**src/rtl/hazard_scoreboard_pkg.sv**
```systemverilog
// Shared types and defaults for the hazard/forwarding scoreboard.
// Covers the in-flight entry layout, the forward-select width and the default depths.
package hazard_scoreboard_pkg;

    typedef logic       Signal;
    typedef logic [4:0] RegAddr;

    localparam int DEFAULT_DEPTH      = 3;
    localparam int DEFAULT_LOAD_READY = 2;

    typedef struct packed {
        Signal  valid;
        RegAddr dst;
        Signal  is_load;
    } SB_entry;

    typedef logic [$clog2(DEFAULT_DEPTH+1)-1:0] FwdSel;

endpackage

```
**src/rtl/hazard_scoreboard_if.sv**
```systemverilog
// Decode-side handshake between the decode stage and the hazard scoreboard.
// The master modport is decode; the slave modport is the scoreboard.
interface hazard_scoreboard_if
    import hazard_scoreboard_pkg::*;
#(
    parameter int RegAddrWidth = $bits(RegAddr),
    parameter int NUM_SRC      = 2,
    parameter int DEPTH        = DEFAULT_DEPTH,
    parameter int CNT_W        = 16
);
    localparam int FW = $clog2(DEPTH+1);

    logic                            id_valid;
    logic [NUM_SRC*RegAddrWidth-1:0] id_src_addr;
    logic [NUM_SRC-1:0]              id_src_used;
    logic [RegAddrWidth-1:0]         id_dst_addr;
    logic                            id_reg_write;
    logic                            id_is_load;
    logic                            ex_redirect;

    logic                            issue;
    logic                            stall;
    logic                            flush;
    logic [NUM_SRC*FW-1:0]           fwd_sel;
    logic [CNT_W-1:0]                stall_count;

    modport master (
        output id_valid, id_src_addr, id_src_used, id_dst_addr,
               id_reg_write, id_is_load, ex_redirect,
        input  issue, stall, flush, fwd_sel, stall_count
    );

    modport slave (
        input  id_valid, id_src_addr, id_src_used, id_dst_addr,
               id_reg_write, id_is_load, ex_redirect,
        output issue, stall, flush, fwd_sel, stall_count
    );

endinterface

```
**src/rtl/hazard_scoreboard_sb_src_match.sv**
```systemverilog
// Youngest-match priority encoder for one source operand against all in-flight entries.
// Returns whether anything matched, the forward select (k+1), and the matching entry's load flag/index.
module sb_src_match
    import hazard_scoreboard_pkg::*;
#(
    parameter  int RegAddrWidth = $bits(RegAddr),
    parameter  int DEPTH        = DEFAULT_DEPTH,
    localparam int FW           = $clog2(DEPTH+1),
    localparam int KW           = (DEPTH > 1) ? $clog2(DEPTH) : 1
) (
    input  logic [DEPTH-1:0]              ent_valid,
    input  logic [DEPTH*RegAddrWidth-1:0] ent_dst,
    input  logic [DEPTH-1:0]              ent_load,
    input  logic [RegAddrWidth-1:0]       src,
    input  logic                          src_used,
    output logic                          hit,
    output logic [FW-1:0]                 sel,
    output logic                          hit_is_load,
    output logic [KW-1:0]                 hit_k
);

    // Scan oldest to youngest so the youngest match is the one left standing.
    always_comb begin
        hit         = 1'b0;
        sel         = '0;
        hit_is_load = 1'b0;
        hit_k       = '0;
        for (int k = DEPTH-1; k >= 0; k--) begin
            if (ent_valid[k] && src_used && (src != '0) &&
                (ent_dst[k*RegAddrWidth +: RegAddrWidth] == src)) begin
                hit         = 1'b1;
                sel         = FW'(k + 1);
                hit_is_load = ent_load[k];
                hit_k       = KW'(k);
            end
        end
    end

endmodule

```
**src/rtl/hazard_scoreboard.sv**
```systemverilog
// Hazard and forwarding unit: tracks in-flight destinations, drives forward selects,
// load-use stall, redirect flush and a saturating stall counter.
module hazard_scoreboard
    import hazard_scoreboard_pkg::*;
#(
    parameter int RegAddrWidth = $bits(RegAddr),
    parameter int DEPTH        = DEFAULT_DEPTH,
    parameter int NUM_SRC      = 2,
    parameter int LOAD_READY   = DEFAULT_LOAD_READY,
    parameter int CNT_W        = 16
) (
    input  logic              clk,
    input  logic              rst,
    hazard_scoreboard_if.slave bus
);
    localparam int RW = RegAddrWidth;
    localparam int FW = $clog2(DEPTH+1);
    localparam int KW = (DEPTH > 1) ? $clog2(DEPTH) : 1;

    logic [DEPTH-1:0]    ent_vld_p;
    logic [DEPTH-1:0]    ent_load_p;
    logic [DEPTH*RW-1:0] ent_dst_p;
    logic [CNT_W-1:0]    stall_cnt;

    logic [NUM_SRC-1:0]  hit;
    logic [NUM_SRC-1:0]  hit_load;
    logic [KW-1:0]       hit_k [NUM_SRC];
    logic [NUM_SRC-1:0]  src_hazard;
    logic                stall_w;
    logic                issue_w;

    function automatic logic [CNT_W-1:0] sat_inc(input logic [CNT_W-1:0] v);
        return (&v) ? v : v + CNT_W'(1);
    endfunction

    for (genvar i = 0; i < NUM_SRC; i++) begin : g_src
        sb_src_match #(
            .RegAddrWidth(RW),
            .DEPTH       (DEPTH)
        ) u_match (
            .ent_valid  (ent_vld_p),
            .ent_dst    (ent_dst_p),
            .ent_load   (ent_load_p),
            .src        (bus.id_src_addr[i*RW +: RW]),
            .src_used   (bus.id_src_used[i]),
            .hit        (hit[i]),
            .sel        (bus.fwd_sel[i*FW +: FW]),
            .hit_is_load(hit_load[i]),
            .hit_k      (hit_k[i])
        );
    end

    // Only the youngest match counts: an older ready producer cannot hide a young load.
    always_comb begin
        src_hazard = '0;
        for (int i = 0; i < NUM_SRC; i++) begin
            src_hazard[i] = hit[i] & hit_load[i] & (int'(hit_k[i]) < LOAD_READY);
        end
    end

    assign stall_w         = bus.id_valid & ~bus.ex_redirect & (|src_hazard);
    assign issue_w         = bus.id_valid & ~stall_w & ~bus.ex_redirect;
    assign bus.stall       = stall_w;
    assign bus.issue       = issue_w;
    assign bus.flush       = bus.ex_redirect;
    assign bus.stall_count = stall_cnt;

    // ID -> entry 0 -> ... -> entry DEPTH-1: entries always advance, stalls only bubble entry 0.
    always_ff @(posedge clk or posedge rst) begin
        if (rst) begin
            ent_vld_p <= '0;
            stall_cnt <= '0;
        end else begin
            ent_vld_p[0] <= issue_w & bus.id_reg_write;
            for (int k = 1; k < DEPTH; k++) begin
                ent_vld_p[k] <= ent_vld_p[k-1];
            end
            if (stall_w) begin
                stall_cnt <= sat_inc(stall_cnt);
            end
        end
    end

    always_ff @(posedge clk) begin
        ent_dst_p[0 +: RW] <= bus.id_dst_addr;
        ent_load_p[0]      <= bus.id_is_load;
        for (int k = 1; k < DEPTH; k++) begin
            ent_dst_p[k*RW +: RW] <= ent_dst_p[(k-1)*RW +: RW];
            ent_load_p[k]         <= ent_load_p[k-1];
        end
    end

endmodule

```
**src/flat_wrapper.sv**
```systemverilog
// flat-port wrapper written by rule: the top's interface ports become plain ports
module hazard_scoreboard_flat import hazard_scoreboard_pkg::*;
#(
    parameter int RegAddrWidth = $bits(RegAddr),
    parameter int DEPTH        = DEFAULT_DEPTH,
    parameter int NUM_SRC      = 2,
    parameter int LOAD_READY   = DEFAULT_LOAD_READY,
    parameter int CNT_W        = 16
)
  (clk, rst, bus_id_valid, bus_id_src_addr, bus_id_src_used, bus_id_dst_addr, bus_id_reg_write, bus_id_is_load, bus_ex_redirect, bus_issue, bus_stall, bus_flush, bus_fwd_sel, bus_stall_count);
  hazard_scoreboard_if #(.RegAddrWidth(RegAddrWidth), .NUM_SRC(NUM_SRC), .DEPTH(DEPTH), .CNT_W(CNT_W)) bus_i ();
  input  logic clk;
  input  logic rst;
  input wire logic [$bits(bus_i.id_valid)-1:0] bus_id_valid;
  input wire logic [$bits(bus_i.id_src_addr)-1:0] bus_id_src_addr;
  input wire logic [$bits(bus_i.id_src_used)-1:0] bus_id_src_used;
  input wire logic [$bits(bus_i.id_dst_addr)-1:0] bus_id_dst_addr;
  input wire logic [$bits(bus_i.id_reg_write)-1:0] bus_id_reg_write;
  input wire logic [$bits(bus_i.id_is_load)-1:0] bus_id_is_load;
  input wire logic [$bits(bus_i.ex_redirect)-1:0] bus_ex_redirect;
  output wire logic [$bits(bus_i.issue)-1:0] bus_issue;
  output wire logic [$bits(bus_i.stall)-1:0] bus_stall;
  output wire logic [$bits(bus_i.flush)-1:0] bus_flush;
  output wire logic [$bits(bus_i.fwd_sel)-1:0] bus_fwd_sel;
  output wire logic [$bits(bus_i.stall_count)-1:0] bus_stall_count;
  assign bus_i.id_valid = bus_id_valid;
  assign bus_i.id_src_addr = bus_id_src_addr;
  assign bus_i.id_src_used = bus_id_src_used;
  assign bus_i.id_dst_addr = bus_id_dst_addr;
  assign bus_i.id_reg_write = bus_id_reg_write;
  assign bus_i.id_is_load = bus_id_is_load;
  assign bus_i.ex_redirect = bus_ex_redirect;
  assign bus_issue = bus_i.issue;
  assign bus_stall = bus_i.stall;
  assign bus_flush = bus_i.flush;
  assign bus_fwd_sel = bus_i.fwd_sel;
  assign bus_stall_count = bus_i.stall_count;
  hazard_scoreboard #(.RegAddrWidth(RegAddrWidth), .DEPTH(DEPTH), .NUM_SRC(NUM_SRC), .LOAD_READY(LOAD_READY), .CNT_W(CNT_W)) u_core (.clk(clk), .rst(rst), .bus(bus_i));
endmodule
```
**config.mk**
```make
export PLATFORM = sky130hd
export DESIGN_NAME = hazard_scoreboard_flat
export DESIGN_NICKNAME = d
export VERILOG_FILES = /design/src/rtl/hazard_scoreboard_pkg.sv /design/src/rtl/hazard_scoreboard_if.sv /design/src/rtl/hazard_scoreboard_sb_src_match.sv /design/src/rtl/hazard_scoreboard.sv /design/src/flat_wrapper.sv
export SDC_FILE = /design/constraint.sdc
export NUM_CORES = 1
export LEC_CHECK = 0
export CORE_MARGIN = 4
export CORE_UTILIZATION = 50
export DETAILED_ROUTE_END_ITERATION = 10
export PLACE_DENSITY = 0.8
export RECOVER_POWER = 100
export SLEW_MARGIN = 15
export SYNTH_ARGS = -nofsm -noshare
export SYNTH_HDL_FRONTEND = slang
export SYNTH_HIERARCHICAL = 1
export SYNTH_SLANG_ARGS = --single-unit
```
**constraint.sdc**
```tcl
create_clock -name clk -period 3 [get_ports clk]
set_input_delay 0.6 -clock clk [delete_from_list [all_inputs] [get_ports clk]]
set_output_delay 0.6 -clock clk [all_outputs]
set_load 0.01 [all_outputs]
```
* Word level (Yosys, flattened, before mapping) *
Cells that the tools add are included.

cells by class
  add/subtract/negate cells = 1
  multipliers = 0
  divide/modulo/power cells = 0
  $lt $le $gt $ge = 2
  equality and inequality tests = 6
  shift-type cells = 0
  muxes and demuxes = 24
  bitwise operators = 12
  reduce and logical (&&, ||, !) cells = 23

operators by type and width
  cell                   number
  $eq 5x5->1             6
  $mux 2                 12
  $logic_and 1x1->1      18
  $add 16x1->16 const B  1
  $reduce_and 16->1      1
  $mux 1                 12
  $reduce_bool 5->1      2
  $and 1x1->1            9
  $lt 2x2->1 const B     2
  $not 1->1              3
  $reduce_and 2->1       1
  $reduce_or 2->1        1

storage, ports and cells
  register bits = 37
  latch bits = 0
  memory bits (writable) = 0
  bits in read-only memories = 0
  input port bits = 23
  word-level logic and storage cells = 72
  memories = 0

* Logic depth before layout (Yosys ltp) *
Gate-level depths: netlist of run 1.

  word-level depth = 14
  gate-level depth with buffers = 11
  gate-level depth less buffers = 8

* Hierarchy *
The synthesis of run 1 kept the hierarchy.

by module, submodules not included
  module             instances  cells an instance  area an instance (um2)  sequential area each (um2)
  hazard_scoreboard  1          103                1,332.5                 835.8
  sb_src_match       2          44                 326.6                   0.0

* Least setup slack after synthesis of run 1 *
Ideal clock, no wire load.

  kind = input-to-output
  from = input bus_id_src_addr[3]
  to = output bus_stall
  arrival time = 2,228 ps
  setup slack = 172 ps
  stages = 9
  buffers on the path = 2
  cell sequence = or4_4 o2111ai_2 o211ai_1 a31oi_1 nand3b_1 a21o_1 buf_6 buf_6 inv_1

on the way
  longest elaborated chain between the ends = 10
  elaborated cells on any way between the ends = 24

RTL lines
  item                             line                                  text
  from (decl)                      flat_wrapper.sv:15                    input wire logic [$bits(bus_i.id_src_addr)-1:0] bus_id_src_addr;
  $reduce_bool 5->1                hazard_scoreboard_sb_src_match.sv:29  if (ent_valid[k] && src_used && (src != '0) &&
  $logic_and 1x1->1 (2 in series)  hazard_scoreboard_sb_src_match.sv:29
  $mux 1 (2 in series)             hazard_scoreboard_sb_src_match.sv:29
  $mux 1 *                         hazard_scoreboard_sb_src_match.sv:29
  named net u_core.hit_load[0]     hazard_scoreboard.sv:26               logic [NUM_SRC-1:0] hit_load;
  $and 1x1->1 * (2 in series)      hazard_scoreboard.sv:57               src_hazard[i] = hit[i] & hit_load[i] & (int'(hit_k[i]) < LOAD_READY);
  $reduce_or 2->1 *                hazard_scoreboard.sv:61               assign stall_w = bus.id_valid & ~bus.ex_redirect & (|src_hazard);
  $and 1x1->1 *                    hazard_scoreboard.sv:61
  to (decl)                        flat_wrapper.sv:22                    output wire logic [$bits(bus_i.stall)-1:0] bus_stall;

The timed path passes the listed nets; every way through them passes the cells marked *.

* Worst setup path after layout of run 1 *
  from = input bus_id_src_addr[7]
  to = output bus_stall

Same word-level chain as after synthesis.

==> qor.csv, run 1 <==
stage;metric;value;unit
die;die area;5030;um^2
routing;Via density;5.43;
cts;Root Driver;clkbuf_8;
sta;unrepaired setup endpoints after global routing;true;
place;Post-DP HPWL;3550;um
pwr;Peak VDD IR;0.000382;V
cells_and_area;ANT cells;0;
routing;drt initial violations;87;
sta;Worst slew margin;0.505;
place;Post-DP Area;2640;um^2
routing;total wire length;4880;um
die;Initial Util;0.528;
worst_setup_path;Req. time, crit path;2.40;ns
sta;Fmax;333;MHz
die;row count;22;
worst_setup_path;crit start category;input pin;
sta;Final WS setup;-0.00444;ns
global_route;first-pass GRT wire length;8070;um
sta;max-slew violation count;0;
cts;CTS Buf Count;5;
status;failing checks;setup timing;
routing;DR vias;1704;
place;# port buffers;45;
global_route;total track usage;0.205;
cts;hold_buf cts;0;
global_route;Congestion Overflow GR;0;
pwr;Design Power;1.01;mW
sta;Worst-Margin Slew;0.736;ns
die;chip width;70.9;um
routing;Post-DRT Antenna Nets;0;
worst_setup_path;CP Capture Type;output port;
cts;clock buffer depth;2;
pwr;Power Dens Cells;365;nW/um^2
global_route;vias in the first global route;1657;
pwr;P_leak;1.27;nW
cells_and_area;Layout area overhead;40.2;%
cells_and_area;leading cell types in the layout, fill and taps excluded;buf_4, dlygate4sd3_1, xor2_1, dfrtp_1;
sta;final setup violation count;1;
cells_and_area;share of cells above drive strength 1;0.263;
synthesis;cell area after synthesis;1980;um^2
worst_setup_path;Worst Path Max Fanout;6;
status;status;finished, violations left;
cells_and_area;fin nets;289;
routing;# DRC;0;
job;total of max-cap violations;0;
die;core box area;3740;um^2
place;routability cong.;0.858;
synthesis;syn nets;213;
cts;# H-tree levels;2;
synthesis;synthesized area per cell;10.5;um^2
place;Setup Slack @ Placement;-0.755;ns
min_path;hold endpoint;u_core/ent_load_p[2]$_DFF_P_;
worst_setup_path;setup slack, reg-to-reg;0.31;ns
cts;TritonCTS Sinks;37;
sta;final hold viol count;0;
global_route;antenna violations before repair;0;
worst_setup_path;critical path class;input pin to output port;
synthesis;Post-Syn Instances;189;
worst_setup_path;worst r2r path cells;10;
min_path;HP Start;u_core/ent_load_p[1]$_DFF_P_;
cts;Skew-Pair Late Insertion Delay;0.29;ns
sta;Worst Skew;0.0104;ns
cts;CTS tree;built;
die;Die H;70.9;um
min_path;HP Class;register to register;
cells_and_area;post-route cell area;2770;um^2
min_path;hold path depth;0;
worst_setup_path;capture point of the worst reg-to-reg path;u_core/bus.stall_count[12]$_DFFE_PP0P_;
worst_setup_path;reg-to-reg startpoint;u_core/ent_dst_p[6]$_DFF_P_;
cells_and_area;most common cell after layout, fill and taps aside;buf_4;
sta;min cycle time layout;3.00;ns
worst_setup_path;crit path launch;bus_id_src_addr[7];
die;num ports;46;
routing;drt pass-1 iters;4;
routing;wire length per cell;15.6;um
sta;Final Cycle Share;1.00;
cts;clock-pin slew on the worst setup and hold paths;0.07;ns
worst_setup_path;WP data arrival;2.40;ns
synthesis;yosys warns;6;
global_route;largest net degree at the start of global routing;20;
-- routing by layer --
| metal | global-route usage | part of all wire | vias to the layer above |
|---|---|---|---|
| met5 | 0 | 0 | - |
| met4 | 0.0564 | 0.016 | 0 |
| met3 | 0.0739 | 0.053 | 9 |
| met2 | 0.284 | 0.44 | 40 |
| met1 | 0.299 | 0.49 | 819 |
| li1 | - | - | 836 |
-- critical path, cell delays in order --
cell and delay (ns):
dlygate4sd2_1 0.28, buf_6 0.16, xnor2_2 0.14, nand2_1 0.09, or3_4 0.39, a31oi_1 0.19, nand3b_1 0.14, a21o_1 0.21
inv_1 0.07, buf_2 0.13
-- where the power goes --
part           switching [mW]  internal [mW]  leakage (nW)
combinational          0.0623         0.0725         0.812
clock                   0.164          0.187        0.0455
sequential             0.0165          0.510         0.416
-- per-stage QoR --
step | cells | hold WS [ns] | utilization | TNS, ns
global placement | 303 | 0.375 | 0.706 | -7.65
global route | 314 | 0.396 | 0.741 | -0.115
detailed placement | 303 | 0.375 | 0.706 | -8.12
floorplan | 189 | 0.351 | - | 0
CTS | 313 | 0.374 | 0.729 | 0
finish | 314 | 0.376 | 0.741 | -0.00444
-- state kept, by name (all words and copies together) (netlist names) --
| register | cells |
|---|---|
| u_core/ent_dst_p | 15 |
| u_core/ent_load_p | 3 |
| u_core/ent_vld_p | 3 |
| u_core/bus.stall_count | 16 |
-- cell type report --
class / instances / area (um^2)
clock buffer: 8 / 90.1
fill: 274 / 971
inverter: 2 / 7.51
multi-input combinational: 144 / 1130
sequential: 37 / 836
tap: 48 / 60.1
timing repair buffer: 75 / 651
-- what timing repair did --
item                       4_1_cts  5_1_grt
resized for setup               53        7
hold endpoints to repair         0        0
pin swaps                       15       10
setup endpoints to repair       14        3
buffers inserted                 2        1
-- how the worst max path moves through the flow --
stage	to	slack [ns]
finish	bus_stall	-0.004
global route	bus_stall	-0.1
CTS	bus_stall	0.003
detailed placement	bus_stall	-0.76
global placement	bus_stall	-0.73
floorplan	bus_stall	0.17
No activity file was read; power rests on OpenSTA's default activity.
==> run 2, diff against run 1 <==
CORE_MARGIN = default   (was 4)
==> qor.csv, run 2 (synthesized netlist as in run 1, its figures left out) <==
stage;metric;value;unit;change
die;Die H;64.9;um;-8.5%
routing;Post-DRT Antenna Nets;0;;unchanged
global_route;total track usage;0.268;;+0.0638
worst_setup_path;WP data arrival;2.43;ns;+0.03 ns
routing;drt initial violations;98;;+13%
die;die area;4210;um^2;-16%
worst_setup_path;CP Capture Type;output port;;
pwr;P_leak;1.34;nW;+5.3%
sta;Final Cycle Share;1.01;;+0.00862
min_path;hold endpoint;u_core/ent_load_p[2]$_DFF_P_;;
global_route;vias in the first global route;1704;;+2.8%
sta;Final WS setup;-0.0303;ns;-0.0259 ns
min_path;HP Start;u_core/ent_load_p[1]$_DFF_P_;;
min_path;hold path depth;0;;unchanged
sta;min cycle time layout;3.03;ns;+0.0259 ns
die;num ports;46;;unchanged
cells_and_area;Non-Filler Instances;319;;+1.6%
routing;DR vias;1835;;+7.7%
place;Post-Place Cells;307;;+1.3%
cts;clock-pin slew on the worst setup and hold paths;0.08;ns;about the same
place;Setup Slack @ Placement;-0.699;ns;+0.0568 ns
routing;# DRC;0;;unchanged
cts;TritonCTS Sinks;37;;unchanged
worst_setup_path;critical path class;input pin to output port;;
sta;WHS;0.381;ns;+0.00546 ns
sta;unrepaired setup endpoints after global routing;true;;
die;row count;22;;unchanged
cts;Root Driver;clkbuf_8;;
worst_setup_path;Worst Path Max Fanout;5;;-1
pwr;Design Power;1.10;mW;+8.3%
routing;Via density;5.75;;+6.0%
cts;clock buffer depth;2;;unchanged
die;Initial Util;0.532;;+0.00391
place;routability cong.;0.872;;+1.6%
pwr;Peak VDD IR;0.000335;V;-12%
sta;final hold viol count;0;;unchanged
worst_setup_path;crit start category;input pin;;
sta;final setup violation count;1;;unchanged
cells_and_area;ANT cells;0;;unchanged
worst_setup_path;setup slack, reg-to-reg;0.23;ns;-0.08 ns
cts;hold_buf cts;0;;unchanged
die;core box area;3720;um^2;-0.74%
cts;# H-tree levels;2;;unchanged
cts;CTS Buf Count;5;;unchanged
cells_and_area;fin nets;294;;+1.7%
cells_and_area;Largest register FFs;16;;unchanged
cells_and_area;share of cells above drive strength 1;0.310;;+0.0468
worst_setup_path;Req. time, crit path;2.40;ns;about the same
routing;total wire length;5400;um;+11%
cells_and_area;most common cell after layout, fill and taps aside;buf_4;;
cells_and_area;final core utilization;0.779;;+0.0388
sta;Fmax;330;MHz;-0.85%
place;Post-DP Area;2670;um^2;+1.1%
job;total of max-cap violations;0;;unchanged
sta;Worst slew margin;0.513;;+0.00744
cells_and_area;post-route cell area;2900;um^2;+4.5%
global_route;antenna violations before repair;0;;unchanged
min_path;HP Class;register to register;;
global_route;first-pass GRT wire length;8360;um;+3.6%
global_route;Congestion Overflow GR;0;;unchanged
routing;drt pass-1 iters;4;;unchanged
worst_setup_path;capture point of the worst reg-to-reg path;u_core/bus.stall_count[12]$_DFFE_PP0P_;;
global_route;largest net degree at the start of global routing;20;;unchanged
worst_setup_path;worst r2r path cells;9;;-1
status;failing checks;setup timing;;
place;# port buffers;45;;unchanged
sta;Worst-Margin Slew;0.730;ns;-0.00644 ns
place;Post-DP HPWL;3530;um;-0.64%
worst_setup_path;reg-to-reg startpoint;u_core/ent_dst_p[4]$_DFF_P_;;
sta;Worst Skew;0.00691;ns;-0.00349 ns
cells_and_area;leading cell types in the layout, fill and taps excluded;buf_4, dlygate4sd3_1, xor2_1, dfrtp_1, dfxtp_1;;
pwr;Power Dens Cells;379;nW/um^2;+3.6%
sta;max-slew violation count;0;;unchanged
cells_and_area;Layout area overhead;46.4;%;
sta;setup TNS;-0.0303;ns;-0.0259 ns
cts;Skew-Pair Late Insertion Delay;0.29;ns;about the same
cts;CTS tree;built;;
status;status;finished, violations left;;
worst_setup_path;crit path launch;bus_id_src_addr[7];;
die;chip width;64.9;um;-8.5%
routing;wire length per cell;16.9;um;+8.8%
run 2: worst max-delay path, cell delays in order:
cell	delay [ns]
dlygate4sd2_1	0.30
xnor2_1	0.21
nand4_1	0.23
or3_1	0.40
a31oi_1	0.19
nand3b_1	0.13
a21o_1	0.20
inv_1	0.05
buf_2	0.11
run 2: report_power, final:
group          switching [mW]  internal (mW)  total [mW]
Combinational          0.0711         0.0807       0.152
Clock                   0.179          0.237       0.416
Sequential             0.0192          0.510       0.529
run 2: final cells by class:
class                           count  area, um^2
Clock inverter                      1        7.51
Fill cell                         238         820
Timing Repair Buffer               80         689
Sequential cell                    37         836
Clock buffer                        7         108
Inverter                            2        7.51
Tap cell                           48        60.1
Multi-Input combinational cell    144        1190
run 2: worst max-delay path by stage:
stage,to,slack (ns),cells after the start
after floorplan,bus_stall,0.17,9
after global placement,bus_stall,-0.67,9
after detailed placement,bus_stall,-0.70,10
after CTS,bus_stall,0.004,10
after global routing,bus_stall,-0.06,9
final,bus_stall,-0.03,9
run 2: per-layer routing:
| metal | vias to the layer above | global-route usage | share of wire |
|---|---|---|---|
| li1 | 853 | - | - |
| met1 | 877 | 0.359 | 0.44 |
| met2 | 88 | 0.421 | 0.46 |
| met3 | 17 | 0.0687 | 0.071 |
| met4 | 0 | 0.0861 | 0.025 |
| met5 | - | 0 | 0 |
run 2: repair_timing:
item	CTS	global route
pin swaps	16	19
setup buffers	3	2
gates resized for setup	50	22
hold endpoints to repair	0	0
endpoints found under the setup margin	13	3
